--- config.mk ---
export PLATFORM = sky130hd
export DESIGN_NAME = register_bank_flat
export DESIGN_NICKNAME = d
export VERILOG_FILES = /design/src/rtl/register_bank_if.sv /design/src/rtl/register_bank.sv /design/src/flat_wrapper.sv
export SDC_FILE = /design/constraint.sdc
export NUM_CORES = 1
export LEC_CHECK = 0
export CAP_MARGIN = 20
export CORE_UTILIZATION = 42
export CTS_CLUSTER_DIAMETER = 150
export DETAILED_ROUTE_END_ITERATION = 6
export GPL_TIMING_DRIVEN = 0
export PLACE_DENSITY = 0.71
export SLEW_MARGIN = 20
export SYNTH_ARGS = -nofsm -noshare
export SYNTH_HDL_FRONTEND = slang
export SYNTH_SLANG_ARGS = --single-unit
--- constraint.sdc ---
create_clock -name CLK -period 4.2 [get_ports CLK]
set_input_delay 1.05 -clock CLK [delete_from_list [all_inputs] [get_ports CLK]]
set_output_delay 1.05 -clock CLK [all_outputs]
set_load 0.01 [all_outputs]
--- src/rtl/register_bank_if.sv ---
// Bus bundle for register_bank: write port, two read ports and PC control/status.
interface register_bank_if #(
    parameter int DATA_SIZE = 32,
    parameter int ADDR_SIZE = 4
);
    logic                 WE;
    logic [ADDR_SIZE-1:0] WA;
    logic [DATA_SIZE-1:0] WD;
    logic [ADDR_SIZE-1:0] RA1;
    logic [ADDR_SIZE-1:0] RA2;
    logic                 PC_EN;
    logic [DATA_SIZE-1:0] RD1;
    logic [DATA_SIZE-1:0] RD2;
    logic [DATA_SIZE-1:0] PC;
    logic                 PC_WRAP;

    modport master (
        output WE, WA, WD, RA1, RA2, PC_EN,
        input  RD1, RD2, PC, PC_WRAP
    );

    modport slave (
        input  WE, WA, WD, RA1, RA2, PC_EN,
        output RD1, RD2, PC, PC_WRAP
    );
endinterface

--- src/rtl/register_bank.sv ---
// Register bank with one write port, two registered read ports and a PC in the top register.
// Optional macro REGISTER_BANK_BYPASS_EN forwards same-edge write data to the read ports.
module register_bank #(
    parameter int DATA_SIZE = 32,
    parameter int DEPTH     = 16,
    parameter int ADDR_SIZE = 4,
    parameter int PC_STEP   = 4
) (
    input  logic             CLK,
    input  logic             RST,
    register_bank_if.slave   bus
);
    localparam logic [ADDR_SIZE-1:0] LAST   = ADDR_SIZE'(DEPTH - 1);
    localparam logic [DATA_SIZE-1:0] STEP   = DATA_SIZE'(PC_STEP);
    localparam logic [DATA_SIZE-1:0] OFFSET = DATA_SIZE'(2 * PC_STEP);

    logic [DATA_SIZE-1:0] regs [DEPTH];
    logic [DATA_SIZE-1:0] rd_q   [2];
    logic [DATA_SIZE-1:0] rd_nxt [2];
    logic [ADDR_SIZE-1:0] ra     [2];
    logic                 wrap_q;
    logic [DATA_SIZE:0]   pc_sum;
    logic                 pc_write;

    assign ra[0]    = bus.RA1;
    assign ra[1]    = bus.RA2;
    assign pc_sum   = {1'b0, regs[LAST]} + {1'b0, STEP};
    assign pc_write = bus.WE && (bus.WA == LAST);

    // PC reads carry the pipeline offset, taken from the pre-edge PC value
    always_comb begin
        for (int p = 0; p < 2; p++) begin
            rd_nxt[p] = (ra[p] == LAST) ? regs[LAST] + OFFSET : regs[ra[p]];
`ifdef REGISTER_BANK_BYPASS_EN
            if (bus.WE && (ra[p] == bus.WA)) begin
                rd_nxt[p] = (ra[p] == LAST) ? bus.WD + OFFSET : bus.WD;
            end
`endif
        end
    end

    always_ff @(posedge CLK or negedge RST) begin
        if (!RST) begin
            for (int i = 0; i < DEPTH - 1; i++) begin
                regs[i] <= '1;
            end
            regs[DEPTH-1] <= '0;
            rd_q[0]       <= '0;
            rd_q[1]       <= '0;
            wrap_q        <= 1'b0;
        end else begin
            wrap_q  <= 1'b0;
            rd_q[0] <= rd_nxt[0];
            rd_q[1] <= rd_nxt[1];
            if (bus.WE) begin
                regs[bus.WA] <= bus.WD;
            end
            // an explicit PC write overrides the auto-increment and never flags a wrap
            if (!pc_write && bus.PC_EN) begin
                regs[LAST] <= pc_sum[DATA_SIZE-1:0];
                wrap_q     <= pc_sum[DATA_SIZE];
            end
        end
    end

    assign bus.RD1     = rd_q[0];
    assign bus.RD2     = rd_q[1];
    assign bus.PC      = regs[LAST];
    assign bus.PC_WRAP = wrap_q;
endmodule

--- src/flat_wrapper.sv ---
// flat-port wrapper written by rule: the top's interface ports become plain ports
module register_bank_flat 
#(
    parameter int DATA_SIZE = 32,
    parameter int DEPTH     = 16,
    parameter int ADDR_SIZE = 4,
    parameter int PC_STEP   = 4
)
  (CLK, RST, bus_WE, bus_WA, bus_WD, bus_RA1, bus_RA2, bus_PC_EN, bus_RD1, bus_RD2, bus_PC, bus_PC_WRAP);
  register_bank_if #(.DATA_SIZE(DATA_SIZE), .ADDR_SIZE(ADDR_SIZE)) bus_i ();
  input  logic CLK;
  input  logic RST;
  input wire logic [$bits(bus_i.WE)-1:0] bus_WE;
  input wire logic [$bits(bus_i.WA)-1:0] bus_WA;
  input wire logic [$bits(bus_i.WD)-1:0] bus_WD;
  input wire logic [$bits(bus_i.RA1)-1:0] bus_RA1;
  input wire logic [$bits(bus_i.RA2)-1:0] bus_RA2;
  input wire logic [$bits(bus_i.PC_EN)-1:0] bus_PC_EN;
  output wire logic [$bits(bus_i.RD1)-1:0] bus_RD1;
  output wire logic [$bits(bus_i.RD2)-1:0] bus_RD2;
  output wire logic [$bits(bus_i.PC)-1:0] bus_PC;
  output wire logic [$bits(bus_i.PC_WRAP)-1:0] bus_PC_WRAP;
  assign bus_i.WE = bus_WE;
  assign bus_i.WA = bus_WA;
  assign bus_i.WD = bus_WD;
  assign bus_i.RA1 = bus_RA1;
  assign bus_i.RA2 = bus_RA2;
  assign bus_i.PC_EN = bus_PC_EN;
  assign bus_RD1 = bus_i.RD1;
  assign bus_RD2 = bus_i.RD2;
  assign bus_PC = bus_i.PC;
  assign bus_PC_WRAP = bus_i.PC_WRAP;
  register_bank #(.DATA_SIZE(DATA_SIZE), .DEPTH(DEPTH), .ADDR_SIZE(ADDR_SIZE), .PC_STEP(PC_STEP)) u_core (.CLK(CLK), .RST(RST), .bus(bus_i));
endmodule
======== Word-level counts from Yosys, hierarchy flattened ========
Index checks and enable logic that the tools add are counted.
cells by class
  add/sub/neg operators ................... 2
  order comparisons ....................... 4
  eq/ne operators ......................... 3
  muxes and demuxes ....................... 14
  bitwise logic cells ..................... 3
  reduce and logical (&&, ||, !) cells .... 5
operators with widths
  cell                                                 count
  bitwise mux 512 bit                                  1
  two-way mux 32 bit                                   9
  binary-select mux 32 bit (select 4 bit)              2
  demux 32 bit (select 4 bit)                          1
  adder 32 x 3 -> 33 bit (second input constant)       1
  adder 32 x 4 -> 32 bit (second input constant)       1
  >= comparator 5 bit (second input constant)          3
  NOT 4 -> 5 bit                                       3
  equality test 4 bit (second input constant)          3
  < comparator 5 x 1 -> 1 bit (second input constant)  1
  logical AND 1 bit                                    3
  nonzero test 2 bit                                   1
  zero test 1 bit                                      1
  two-way mux 1 bit                                    1
word-level totals
  bits in registers ....................... 577
  output and inout bits ................... 97
  word-level logic and storage cells ...... 50

======== Longest topological paths before layout ========
  depth after elaboration ................. 8
  gate-level depth with buffers ........... 9

======== Worst setup path after synthesis ========
No wires, ideal clock.
  path kind ............................... input to register
  from .................................... in bus_RA1[0]
  to ...................................... reg u_core.rd_q (netlist bit u_core.bus.RD1[30])
  arrival time ............................ 2,546 ps
  data required time ...................... 4,058 ps
  setup slack ............................. 1,512 ps
  cell stages on the path ................. 7
  path buffers ............................ 4
  path through ............................ buf_2 > buf_4 > buf_4 > buf_4 > mux4_2 > o211ai_1 > o221ai_1
RTL lines
  element          RTL line             text
  start, declared  flat_wrapper.sv:16   input wire logic [$bits(bus_i.RA1)-1:0] bus_RA1;
  end, declared    register_bank.sv:18  logic [DATA_SIZE-1:0] rd_q [2];

==> results.md <==
* Status: completed
* Worst R2R Path Depth at 7
* Root buf cell: clkbuf_16
* Cts hold-fix bufs at 0
* Vias post-DR at 22379
* Final hold slack at 0.404 ns
* Ys Warns at 0
* CTS tree: done
* Routability cong. at 0.986
* Row count at 98
* Die Y at 273 um
* Leak at 13.5 nW
* WL final at 115000 um
* # resized after CTS at 0
* Vias in the first global route at 22891
* RR Startpoint: u_core.bus.PC[3]$_DFFE_PN0P_
* Least-Margin Pin Slew at 1.31 ns
* Worst-Skew Late Latency at 0.63 ns
* Post-Synth Adder-Cell Area at 0.0813%
* First-pass GRT wire length at 164000 um
* Setup crit end kind: flop
* Initial antenna violation count at 13
* #FFs+latches synth at 577
* Syn Area/Cell at 14.3 um^2
* Seq/Total Area, Yosys at 48.9%
* Highest Clock Rate at 0.246 GHz
* Pint at 14.1 mW
* DR iter-0 viols at 2463
* Core Area at 0.0720 mm^2
* Power Density at 554 mW/mm^2
* Worst VDD drop at 405 uV
* Largest net degree at the start of global routing at 103
* Setup Fix Bufs, Post-CTS at 0
* Internal reg-to-reg setup slack at 0.85 ns
* Placed inst area at 0.0335 mm^2
* Synthesized area at 0.0308 mm^2
* Clk buf depth at 3
* Psw at 5.78 mW
* Seq pwr share at 44.5%
* Reg-to-reg endpoint: u_core.bus.RD1[19]$_DFF_PN0_
* Port Buffer Count at 137
* Worst stage delay on the critical path at 0.89 ns
* Gate power share at 25.0%
* Post-route clock period utilization at 96.7%
* Ys async rst share at 100%
* Clock buffers created by TritonCTS at 69
* Clock-pin transition on the worst setup and hold timing paths at 0.06 ns
* Switching share of power at 29.1%
* Layout area overhead at 16.4%
* Compound-cell area share of the yosys netlist at 5.06%
* CTS sink count at 577
* CP max stage cell: clkbuf_1
* Minimum clock period at 4.06 ns
* CP Cell Sequence: buf_2 -> buf_2 -> clkbuf_1 -> clkbuf_1 -> o21ai_0 -> a221oi_1
* Max-Cap Viols at 0
* Syn Nets at 2209
* DIE AREA at 0.0743 mm^2
* Total gr overflow at 0
* Post-synthesis mux area share at 36.4%
* Post-synth cell types at 60
* Final setup viols at 0
* Final total power at 19.9 mW
* DRT antenna net count at 0
* Main combinational cell family by area after synthesis: multiplexers
* Synth Flop Type: dfstp_2
* DRC at 0
* GRT Resource Usage Total at 31.0%
* HPWL Detailed at 77600 um
* CP Launch Type: input pin
* Post-synthesis xor/xnor area fraction at 1.57%
* Hold Path Class: input pin to asynchronous set/reset pin
* RSZ-0062 raised after global routing: no
* Synth Area in Simple Gates at 4.29%
* Die X at 273 um
* Final hold vios at 0
* Initial Util at 42.7%
* Post-synth EDFFs at 0
* H-tree lvl count at 3
* I/O pins at 145
* Data required time at the worst endpoint at 4.63 ns
* Final Slew Violations at 0
* Via density at 6.62
* CP top delay family: buffers and inverters
* Buf+Inv Stages, Crit Path at 4
* Layout cells sized above 1 at 59.6%
* Kind of critical path: input pin to flop
* Clock network fraction of design power at 30.6%
* Post-route cell area at 0.0358 mm^2
* Final nets at 2425
* Post-layout util at 49.7%
* Relative slew slack at 12.7%
* WP data arrival at 4.49 ns
* Clk_skew at 0.0383 ns
* Drt pass-1 iters at 5
* Worst-path fanout max at 10
* Drt wl/cell at 34.0 um
* Synth Instances at 2159
per-stage QoR:
stage / worst slack, ns / std cells / setup TNS [ns]
finish: 0.138 / 3379 / 0
global route: 0.292 / 3377 / 0
CTS: 0.347 / 3375 / 0
detailed placement: -0.289 / 3252 / -3.43
global placement: -22.21 / 3246 / -9258.41
floorplan: 1.51 / 2159 / 0
power groups by stage:
| stage | sequential, mW | combinational, mW | clock, mW |
|---|---|---|---|
| 2_1_floorplan | 8.42 | 3.27 | 0 |
| 3_3_place_gp | 8.71 | 4.72 | 0 |
| 3_5_place_dp | 8.82 | 4.87 | 0 |
| 4_1_cts | 8.75 | 4.90 | 6.11 |
| 5_1_grt | 8.95 | 5.22 | 6.33 |
| 6_report | 8.83 | 4.96 | 6.07 |
registers in the layout (all words and copies together) (netlist names):
register            cells
u_core.bus.RD1         32
u_core.bus.RD2         32
u_core.bus.PC          32
u_core.bus.PC_WRAP      1
u_core.regs           480
worst max path at each step:
stage	start	end	cells past startpoint
2_1_floorplan	bus_RA1[0]	u_core.bus.RD1[30]$_DFF_PN0_	7
3_3_place_gp	RST	u_core.bus.RD2[14]$_DFF_PN0_	1
3_5_place_dp	bus_RA2[2]	u_core.bus.RD2[24]$_DFF_PN0_	6
4_1_cts	bus_RA2[2]	u_core.bus.RD2[24]$_DFF_PN0_	6
5_1_grt	bus_RA2[2]	u_core.bus.RD2[24]$_DFF_PN0_	6
6_report	bus_RA2[2]	u_core.bus.RD2[24]$_DFF_PN0_	6
final cells by class:
type	count	area, um^2
Antenna cell	2	5.00
Buffer	239	1130
Clock buffer	105	2040
Clock inverter	18	208
Fill cell	6029	36200
Inverter	9	33.8
Multi-Input combinational cell	1334	14600
Sequential cell	577	15000
Tap cell	950	1190
Timing Repair Buffer	145	1570
synth_stat cells (6+ instances only):
cell type | n | area share (%)
nor2b_1 | 26 | 0.53
a211oi_1 | 24 | 0.59
dfstp_2 | 480 | 41
nand3_1 | 19 | 0.31
nand2b_1 | 11 | 0.22
clkbuf_1 | 118 | 1.4
mux2i_1 | 57 | 1.9
a21oi_1 | 54 | 0.88
mux2_1 | 7 | 0.26
buf_1 | 28 | 0.34
nor3_2 | 6 | 0.20
xor2_1 | 28 | 0.80
xnor2_1 | 27 | 0.77
nor2_1 | 80 | 0.98
mux4_2 | 211 | 15
o221ai_1 | 18 | 0.51
o21ai_0 | 37 | 0.60
and3_1 | 9 | 0.18
nand2_1 | 53 | 0.65
o211ai_1 | 14 | 0.34
dfrtp_1 | 97 | 7.9
nand4_1 | 12 | 0.24
buf_2 | 54 | 0.88
mux2_2 | 515 | 19
buf_4 | 38 | 0.93
a221oi_1 | 18 | 0.51
inv_1 | 9 | 0.11
o22ai_1 | 35 | 0.71
per-layer routing:
| metal | share of wire [%] | vias up | GRT usage (%) |
|---|---|---|---|
| met5 | 0.060 | - | 0 |
| met4 | 6.5 | 12 | 18.9 |
| met3 | 13 | 442 | 11.6 |
| met2 | 44 | 1579 | 45.0 |
| met1 | 37 | 11742 | 39.2 |
| li1 | - | 8604 | - |
cells by family (layout without fill, tap and decap cells):
group	after synthesis	count (layout)
other cells	0	2
xor+xnor	55	55
compound gates	233	233
flops	577	577
fa+ha+maj	2	2
buf+inv	248	516
simple gates	254	254
mux	790	790
worst reg2reg max path, cell delays in order (launching register included):
cell       delay, ns
dfrtp_1         0.57
ha_1            0.30
nand3_1         0.41
nor3_2          0.45
buf_4           0.27
nand2_1         0.08
xor2_1          0.17
a2111oi_1       0.89
cells in the final DEF (no fill, tap or decap), types with 18 or more instances in the layout:
cell type,Yosys,routed
nor2b_1,26,26
a211oi_1,24,24
mux2_2,515,515
xor2_1,28,28
nor2_1,80,80
a21oi_1,54,54
o22ai_1,35,35
mux2i_1,57,57
buf_2,54,58
xnor2_1,27,27
dfrtp_1,97,97
dfstp_2,480,480
nand3_1,19,19
mux4_2,211,211
clkbuf_16,0,71
o21ai_0,37,37
nand2_1,53,53
buf_4,38,38
clkbuf_1,118,125
a221oi_1,18,18
clkdlybuf4s50_1,0,136
o221ai_1,18,18
buf_1,28,24
No activity file was read; power rests on OpenSTA's default activity.
